$ cat src/rtl/eth_rx_block_sync.sv
// eth_rx_block_sync: 64b/66b block lock acquisition and tracking, gearbox
// bit-slip requests, and self-synchronising x^58+x^39+1 descrambling of the
// 32-bit payload stream. Output valids are gated by block lock.
module eth_rx_block_sync #(
    parameter int DATAPATH_WIDTH = 32,
    parameter int LOCK_COUNT     = 64,
    parameter int BAD_LIMIT      = 16,
    parameter int SLIP_WAIT      = 32
) (
    input  logic                      i_clk,
    input  logic                      i_rst_n,
    input  logic [DATAPATH_WIDTH-1:0] i_data,
    input  logic                      i_data_valid,
    input  logic [1:0]                i_header,
    input  logic                      i_header_valid,
    output logic [DATAPATH_WIDTH-1:0] o_data,
    output logic                      o_data_valid,
    output logic [1:0]                o_header,
    output logic                      o_header_valid,
    output logic                      o_block_lock,
    output logic                      o_gt_slip,
    output logic [7:0]                o_slip_count
);

    if (DATAPATH_WIDTH != 32) begin : g_width_check
        $error("eth_rx_block_sync: only DATAPATH_WIDTH=32 is supported");
    end

    localparam int HIST_W = 58;
    localparam int CNT_W  = $clog2(LOCK_COUNT + 1);
    localparam int BAD_W  = $clog2(BAD_LIMIT + 1);
    localparam int WAIT_W = $clog2(SLIP_WAIT + 1);

    localparam logic [CNT_W-1:0]  CNT_LAST  = CNT_W'(LOCK_COUNT - 1);
    localparam logic [CNT_W-1:0]  CNT_ONE   = CNT_W'(1);
    localparam logic [BAD_W-1:0]  BAD_LAST  = BAD_W'(BAD_LIMIT - 1);
    localparam logic [BAD_W-1:0]  BAD_ONE   = BAD_W'(1);
    localparam logic [WAIT_W-1:0] WAIT_LAST = WAIT_W'(SLIP_WAIT - 1);
    localparam logic [WAIT_W-1:0] WAIT_ONE  = WAIT_W'(1);

    typedef enum logic [1:0] {
        ST_UNLOCKED,
        ST_LOCKED,
        ST_SLIP,
        ST_SLIP_WAIT
    } state_t;

    state_t              state;
    logic [CNT_W-1:0]    good_cnt;
    logic [CNT_W-1:0]    win_cnt;
    logic [BAD_W-1:0]    bad_cnt;
    logic [WAIT_W-1:0]   wait_cnt;
    logic                block_lock;
    logic                gt_slip;
    logic [7:0]          slip_count;

    logic [HIST_W-1:0]         hist_p0;
    logic [DATAPATH_WIDTH-1:0] data_p1;
    logic [1:0]                hdr_p1;
    logic                      vld_p1;
    logic                      hdr_vld_p1;

    logic hdr_evt;
    logic hdr_good;
    logic lock_rise;
    logic lock_fall;
    logic lock_nxt;

    // Slip counter saturates rather than wrapping so a flapping link stays visible.
    function automatic logic [7:0] sat_inc8(input logic [7:0] v);
        return (v == 8'hFF) ? v : v + 8'd1;
    endfunction

    // Bit k (wire order) = s[k] ^ s[k-39] ^ s[k-58]; earlier bits come from the
    // history, laid out so hist[HIST_W-1] is the most recent prior scrambled bit.
    function automatic logic [DATAPATH_WIDTH-1:0] descramble(
        input logic [DATAPATH_WIDTH-1:0] din,
        input logic [HIST_W-1:0]         hist
    );
        logic [DATAPATH_WIDTH+HIST_W-1:0] ext;
        logic [DATAPATH_WIDTH-1:0]        dout;
        ext = {din, hist};
        for (int k = 0; k < DATAPATH_WIDTH; k++) begin
            dout[k] = ext[k + HIST_W] ^ ext[k + HIST_W - 39] ^ ext[k];
        end
        return dout;
    endfunction

    assign hdr_evt   = i_data_valid & i_header_valid;
    assign hdr_good  = (i_header == 2'b01) | (i_header == 2'b10);
    // Lock changes are known before the edge so the output valids can follow
    // o_block_lock on the very same edge.
    assign lock_rise = (state == ST_UNLOCKED) & hdr_evt & hdr_good & (good_cnt == CNT_LAST);
    assign lock_fall = (state == ST_LOCKED) & hdr_evt & ~hdr_good & (bad_cnt == BAD_LAST);
    assign lock_nxt  = (block_lock | lock_rise) & ~lock_fall;

    // Lock FSM: acquire on consecutive good headers, monitor windows, slip and settle.
    always_ff @(posedge i_clk or negedge i_rst_n) begin
        if (!i_rst_n) begin
            state      <= ST_UNLOCKED;
            good_cnt   <= '0;
            win_cnt    <= '0;
            bad_cnt    <= '0;
            wait_cnt   <= '0;
            block_lock <= 1'b0;
            gt_slip    <= 1'b0;
            slip_count <= 8'd0;
        end else begin
            gt_slip    <= 1'b0;
            block_lock <= lock_nxt;
            case (state)
                ST_UNLOCKED: begin
                    if (hdr_evt) begin
                        if (!hdr_good) begin
                            state      <= ST_SLIP;
                            gt_slip    <= 1'b1;
                            slip_count <= sat_inc8(slip_count);
                            good_cnt   <= '0;
                        end else if (lock_rise) begin
                            state    <= ST_LOCKED;
                            good_cnt <= '0;
                            win_cnt  <= '0;
                            bad_cnt  <= '0;
                        end else begin
                            good_cnt <= good_cnt + CNT_ONE;
                        end
                    end
                end
                ST_LOCKED: begin
                    if (hdr_evt) begin
                        if (lock_fall) begin
                            state      <= ST_SLIP;
                            gt_slip    <= 1'b1;
                            slip_count <= sat_inc8(slip_count);
                            win_cnt    <= '0;
                            bad_cnt    <= '0;
                        end else if (win_cnt == CNT_LAST) begin
                            win_cnt <= '0;
                            bad_cnt <= '0;
                        end else begin
                            win_cnt <= win_cnt + CNT_ONE;
                            if (!hdr_good) begin
                                bad_cnt <= bad_cnt + BAD_ONE;
                            end
                        end
                    end
                end
                ST_SLIP: begin
                    state    <= ST_SLIP_WAIT;
                    wait_cnt <= '0;
                end
                ST_SLIP_WAIT: begin
                    if (wait_cnt == WAIT_LAST) begin
                        state    <= ST_UNLOCKED;
                        good_cnt <= '0;
                    end else begin
                        wait_cnt <= wait_cnt + WAIT_ONE;
                    end
                end
                default: begin
                    state <= ST_UNLOCKED;
                end
            endcase
        end
    end

    // Datapath: descrambler history advances on valid beats only; outputs are
    // registered once with valids gated by the post-edge lock state.
    always_ff @(posedge i_clk or negedge i_rst_n) begin
        if (!i_rst_n) begin
            hist_p0    <= '0;
            data_p1    <= '0;
            hdr_p1     <= 2'b00;
            vld_p1     <= 1'b0;
            hdr_vld_p1 <= 1'b0;
        end else begin
            data_p1    <= descramble(i_data, hist_p0);
            hdr_p1     <= i_header;
            vld_p1     <= i_data_valid & lock_nxt;
            hdr_vld_p1 <= i_data_valid & i_header_valid & lock_nxt;
            if (i_data_valid) begin
                hist_p0 <= {i_data, hist_p0[HIST_W-1:DATAPATH_WIDTH]};
            end
        end
    end

    assign o_data         = data_p1;
    assign o_header       = hdr_p1;
    assign o_data_valid   = vld_p1;
    assign o_header_valid = hdr_vld_p1;
    assign o_block_lock   = block_lock;
    assign o_gt_slip      = gt_slip;
    assign o_slip_count   = slip_count;

endmodule
$ cat config.mk
export PLATFORM = sky130hd
export DESIGN_NAME = eth_rx_block_sync
export DESIGN_NICKNAME = d
export VERILOG_FILES = /design/src/rtl/eth_rx_block_sync.sv
export SDC_FILE = /design/constraint.sdc
export NUM_CORES = 1
export LEC_CHECK = 0
export ABC_AREA = 1
export CAP_MARGIN = 20
export CORE_AREA = 2 2 128 130
export DETAILED_ROUTE_END_ITERATION = 10
export DIE_AREA = 0 0 130 132
export GPL_ROUTABILITY_DRIVEN = 0
export PLACE_DENSITY = 0.65
export SLEW_MARGIN = 30
export SYNTH_ARGS = -nofsm -noshare
export SYNTH_HDL_FRONTEND = slang
export SYNTH_SLANG_ARGS = --single-unit
$ cat constraint.sdc
create_clock -name i_clk -period 3.36 [get_ports i_clk]
set_input_delay 0.672 -clock i_clk [delete_from_list [all_inputs] [get_ports i_clk]]
set_output_delay 0.672 -clock i_clk [all_outputs]
set_load 0.03 [all_outputs]
After elaboration in Yosys (flattened, before gate mapping)
Cells that the tools add are included.

storage, ports and cells
  bits in registers = 131
  logic and storage cells = 166
  output and inout bits = 46

operators by class
  reductions and logical operators = 10
  bitwise logic cells = 78
  add/sub/neg operators = 5
  mux-type cells = 40
  equality and inequality tests = 20

operators with widths
  cell                   count
  $mux W7                10
  $xor A1 B1 Y1          64
  $mux W8                5
  $mux W5                7
  $pmux W7 S2            2
  $ne A2 B2 Y1 const B   8
  $pmux W8 S2            1
  $reduce_and A5 Y1      3
  $add A7 B1 Y7 const B  2
  $eq A7 B6 Y1 const B   2
  $mux W2                6
  $pmux W6 S2            1
  $and A1 B1 Y1          10
  $pmux W5 S2            1
  $add A8 B1 Y8 const B  1
  $eq A8 B8 Y1 const B   1
  $pmux W2 S4            1
  $add A6 B1 Y6 const B  1
  $eq A2 B2 Y1 const B   3
  $eq A6 B5 Y1 const B   1
  $mux W6                1
  $reduce_and A6 Y1      1
  $reduce_bool A2 Y1     3
  $add A5 B1 Y5 const B  1
  other kinds (11)       17

Depth between registers and ports, before layout
  depth in word-level cells = 8
  depth in mapped cells = 12
  mapped depth without buffers = 12

Worst setup path before layout
No wires, ideal clock.

  kind = register to register
  from = register bad_cnt[0]
  to = register bad_cnt[0]
  period minus slack after synthesis = 1,675 ps
  slack = 1,685 ps
  path buffers = 0
  stages on the path, launching flop included = 13
  data arrival time = 1,610 ps
  setup time = 65 ps
  cell sequence = dfrtp_1 ha_1 and3_1 ha_1 nand2_1 nor2_1 nand2_1 nand2_2 inv_1 nand2_2 nor2_1 nand2_1 nand2_1

on the way
  longest elaborated chain between the ends = 6
  elaborated cells between the ends (all ways) = 10
  classes of those cells = add/sub: 1; eq/ne: 2; mux: 5; bitwise: 1; reduce/logical: 1

RTL lines
  element                 line  text
  from (decl)             51    logic [BAD_W-1:0] bad_cnt;
  from (signal assigned)  143   bad_cnt <= bad_cnt + BAD_ONE;
  $add A5 B1 Y5           143
  $mux W5                 142   if (!hdr_good) begin
  $mux W5                 137   end else if (win_cnt == CNT_LAST) begin
  $mux W5                 131   if (lock_fall) begin
  $mux W5                 130   if (hdr_evt) begin
  $pmux W5 S2             111   case (state)

Several ways; a longest one is shown, not always the timed one. The select of a mux whose other input is x is not followed.
A chain may end at the register's enable or synchronous reset.

Worst setup path in the final report
  from = register slip_count[2], in the netlist o_slip_count[2]
  to = output o_slip_count[2]

RTL lines
  element                 line  text
  from (decl)             55    logic [7:0] slip_count;
  from (signal assigned)  117   slip_count <= sat_inc8(slip_count);
  from (signal assigned)  134   slip_count <= sat_inc8(slip_count);
  to (decl)               22    output logic [7:0] o_slip_count

No word-level cell between the ends.

==> summary.md <==
| Metric | Value |
|---|---|
| Pleak | `3.48 nW` |
| Setup skew after layout | `14.3 ps` |
| Fin. Hold Viols | `0` |
| Routed via count | `4155` |
| Outcome | `completed` |
| Filler cells | `1491` |
| CTS buffer count | `17` |
| WP data arrival | `1570 ps` |
| Row cnt | `46` |
| Final setup viols | `0` |
| Area Overhead vs Synth | `27.8%` |
| Crit path largest cell delay | `720 ps` |
| RSZ-0062 raised after global routing | `no` |
| Sequential share of the synthesized area | `55.8%` |
| Die W | `130 µm` |
| Slew headroom | `45.6%` |
| Startpoint types | `flip-flop` |
| Clock Tree Buf Depth | `2` |
| Commonest non-fill, non-tap cell in the layout | `nand2_1` |
| Crit Path Category | `reg2out` |
| Crit-path leading delay family | `buffers and inverters` |
| Period utilization | `66.7%` |
| Min Tclk post-route | `2240 ps` |
| IO Port Bufs | `83` |
| H-tree levels | `4` |
| First-pass GRT wire length | `19700 µm` |
| Met1 usage | `19.7%` |
| PwrDens | `704 nW/µm²` |
| Avg Inst Size Synth | `9.24 µm²` |
| Worst path bufs/invs | `1` |
| CP Launch Point | `o_slip_count[2]$_DFFE_PN0P_` |
| Setup TNS | `0 ps` |
| Final WL | `11600 µm` |
| Via density | `4.34` |
| Routed length per instance | `12.2 µm` |
| Met2 Use GR | `21.6%` |
| Clock Pin Slew Worst Setup and Hold Paths | `60 ps` |
| Hpwl dp | `7830 µm` |
| Initial drt markers | `267` |
| Layout cell share with drive strength beyond 1 | `7.56%` |
| Synthesized cell area | `5870 µm²` |
| DIE HEIGHT | `132 µm` |
| CP max stage cell | `clkdlybuf4s50_1` |
| Final Net Count | `777` |
| Number of I/O pins | `84` |
| Post-Syn Instances | `636` |
| Ys Warns | `0` |
| Sink Count | `131` |
| Clk Latency, worst-skew pair | `410 ps` |
| Reg-to-reg startpoint | `bad_cnt[0]$_DFFE_PN0P_` |
| CTS Root Cell | `clkbuf_16` |
| Tot Pwr | `5.29 mW` |
| Antenna diodes | `0` |
| Peak supply drop | `0.371 mV` |
| GRT Residual Overflow | `0` |
| Multi-input logic area | `2270 µm²` |
| Antenna Violating Nets Remaining | `0` |
| Hold Buf Count CTS | `0` |
| Post-CTS Resized | `0` |
| Endpoint class of the critical path | `output port` |
| Die area | `17200 µm²` |
| GRT Total Usage | `14.5%` |
| DRC Markers | `0` |
| Antenna violations before repair | `0` |
| Slew Viols, Final | `0` |
| Least-Margin Pin Slew | `816 ps` |
| Sequential cell area | `3280 µm²` |
| Netlist cell types | `31` |
| Vias in the first global route | `4103` |
| Met3 Use GR | `5.60%` |
| Seq cells post-synth | `131` |
| Most frequent cells in the layout | `196 x nand2_1, 131 x dfrtp_1, 81 x clkdlybuf4s50_1` |
| TritonCTS clock tree | `built` |
| Std-Cell Core Area | `15700 µm²` |
| Worst path cell trace | `clkdlybuf4s50_1` |
| Critical Path RT | `2690 ps` |
| Max_cap viols | `0` |
| Iteration count of the initial detailed-routing pass | `5` |
| Post-CTS Setup Inserts | `0` |
| Largest net degree at the start of global routing | `91` |
| Syn_nets | `685` |
| Fmax | `446 MHz` |
| Most used routing layer | `met2` |
| CP Max Fanout | `6` |
| Worst hold path type | `in2async` |
| Starting density of the core | `37.4%` |
[synthesized netlist by cell type, drive strengths merged]
cell type,instances,area (µm²)
o21ai,52,275
o21bai,1,7.51
o21a,2,15.0
nor3,2,10.0
a21oi,10,50.1
o31ai,1,7.51
nand4,7,43.8
nand3,18,90.1
xnor2,36,315
nand2,204,796
or2,2,12.5
dfrtp,131,3280
nor2,36,163
clkinv,2,8.75
and3,1,6.26
inv,67,251
ha,11,138
a22o,1,8.76
clkbuf,7,26.3
xor2,38,333
buf,7,38.8
[registers in the layout (all words and copies together) (netlist names)]
signal	cells
o_data_valid	1
good_cnt	7
o_data	32
o_slip_count	8
state	2
bad_cnt	5
hist_p0	58
o_block_lock	1
o_gt_slip	1
wait_cnt	6
o_header_valid	1
o_header	2
win_cnt	7
[final timing paths]
kind	to	slack, ps	depth (start not counted)
setup / recovery	o_slip_count[2]	1120	1
hold / removal	wait_cnt[1]$_DFFE_PN0P_	300	1
setup reg to reg	bad_cnt[1]$_DFFE_PN0P_	1360	12
hold reg to reg	hist_p0[56]$_DFFE_PN0P_	470	2
max in group asynchronous	hist_p0[14]$_DFFE_PN0P_	2310	2
min in group i_clk	hist_p0[56]$_DFFE_PN0P_	470	2
[where the power goes]
group	internal, mW	switching, mW	total (mW)
clock network	1.09	0.684	1.78
registers	1.86	0.209	2.07
logic	0.577	0.859	1.44
total	3.53	1.75	5.29
[cell families (layout without fill, tap and decap cells)]
logic type	Yosys count	after routing	synth area share (%)
flip-flops	131	131	55.8
XOR/XNOR	74	74	11.0
AO/OA/AOI/OAI	67	67	6.20
AND/OR/NAND/NOR	270	270	19.1
adder cells (fa/ha/maj)	11	11	2.34
buffers and inverters	83	188	5.54
[through the flow]
step	std cells	utilization, %	hold WS [ps]	instance area, µm²	setup slack [ps]
after global routing	957	47.8	376	7510	1050
after CTS	957	47.8	337	7510	1080
after global placement	925	44.1	455	6940	1100
final	957	47.8	302	7510	1120
after floorplan	636	-	376	5870	1690
after detailed placement	925	44.1	459	6940	1050
[layer usage]
metal	vias up	share of wire (%)
met2	82	45
met4	0	0.91
met5	-	0
met1	1922	48
met3	10	6.0
li1	2141	-
[cell type report]
type                    count  share of cell area (%)
clock inverters            12                    1.78
inverters                  69                    3.47
flip-flops and latches    131                    43.7
repair buffers             87                    11.4
well taps                 216                    3.60
clock buffers              20                    5.82
multi-input cells         422                    30.3
Power figures use the tool's default switching activity.
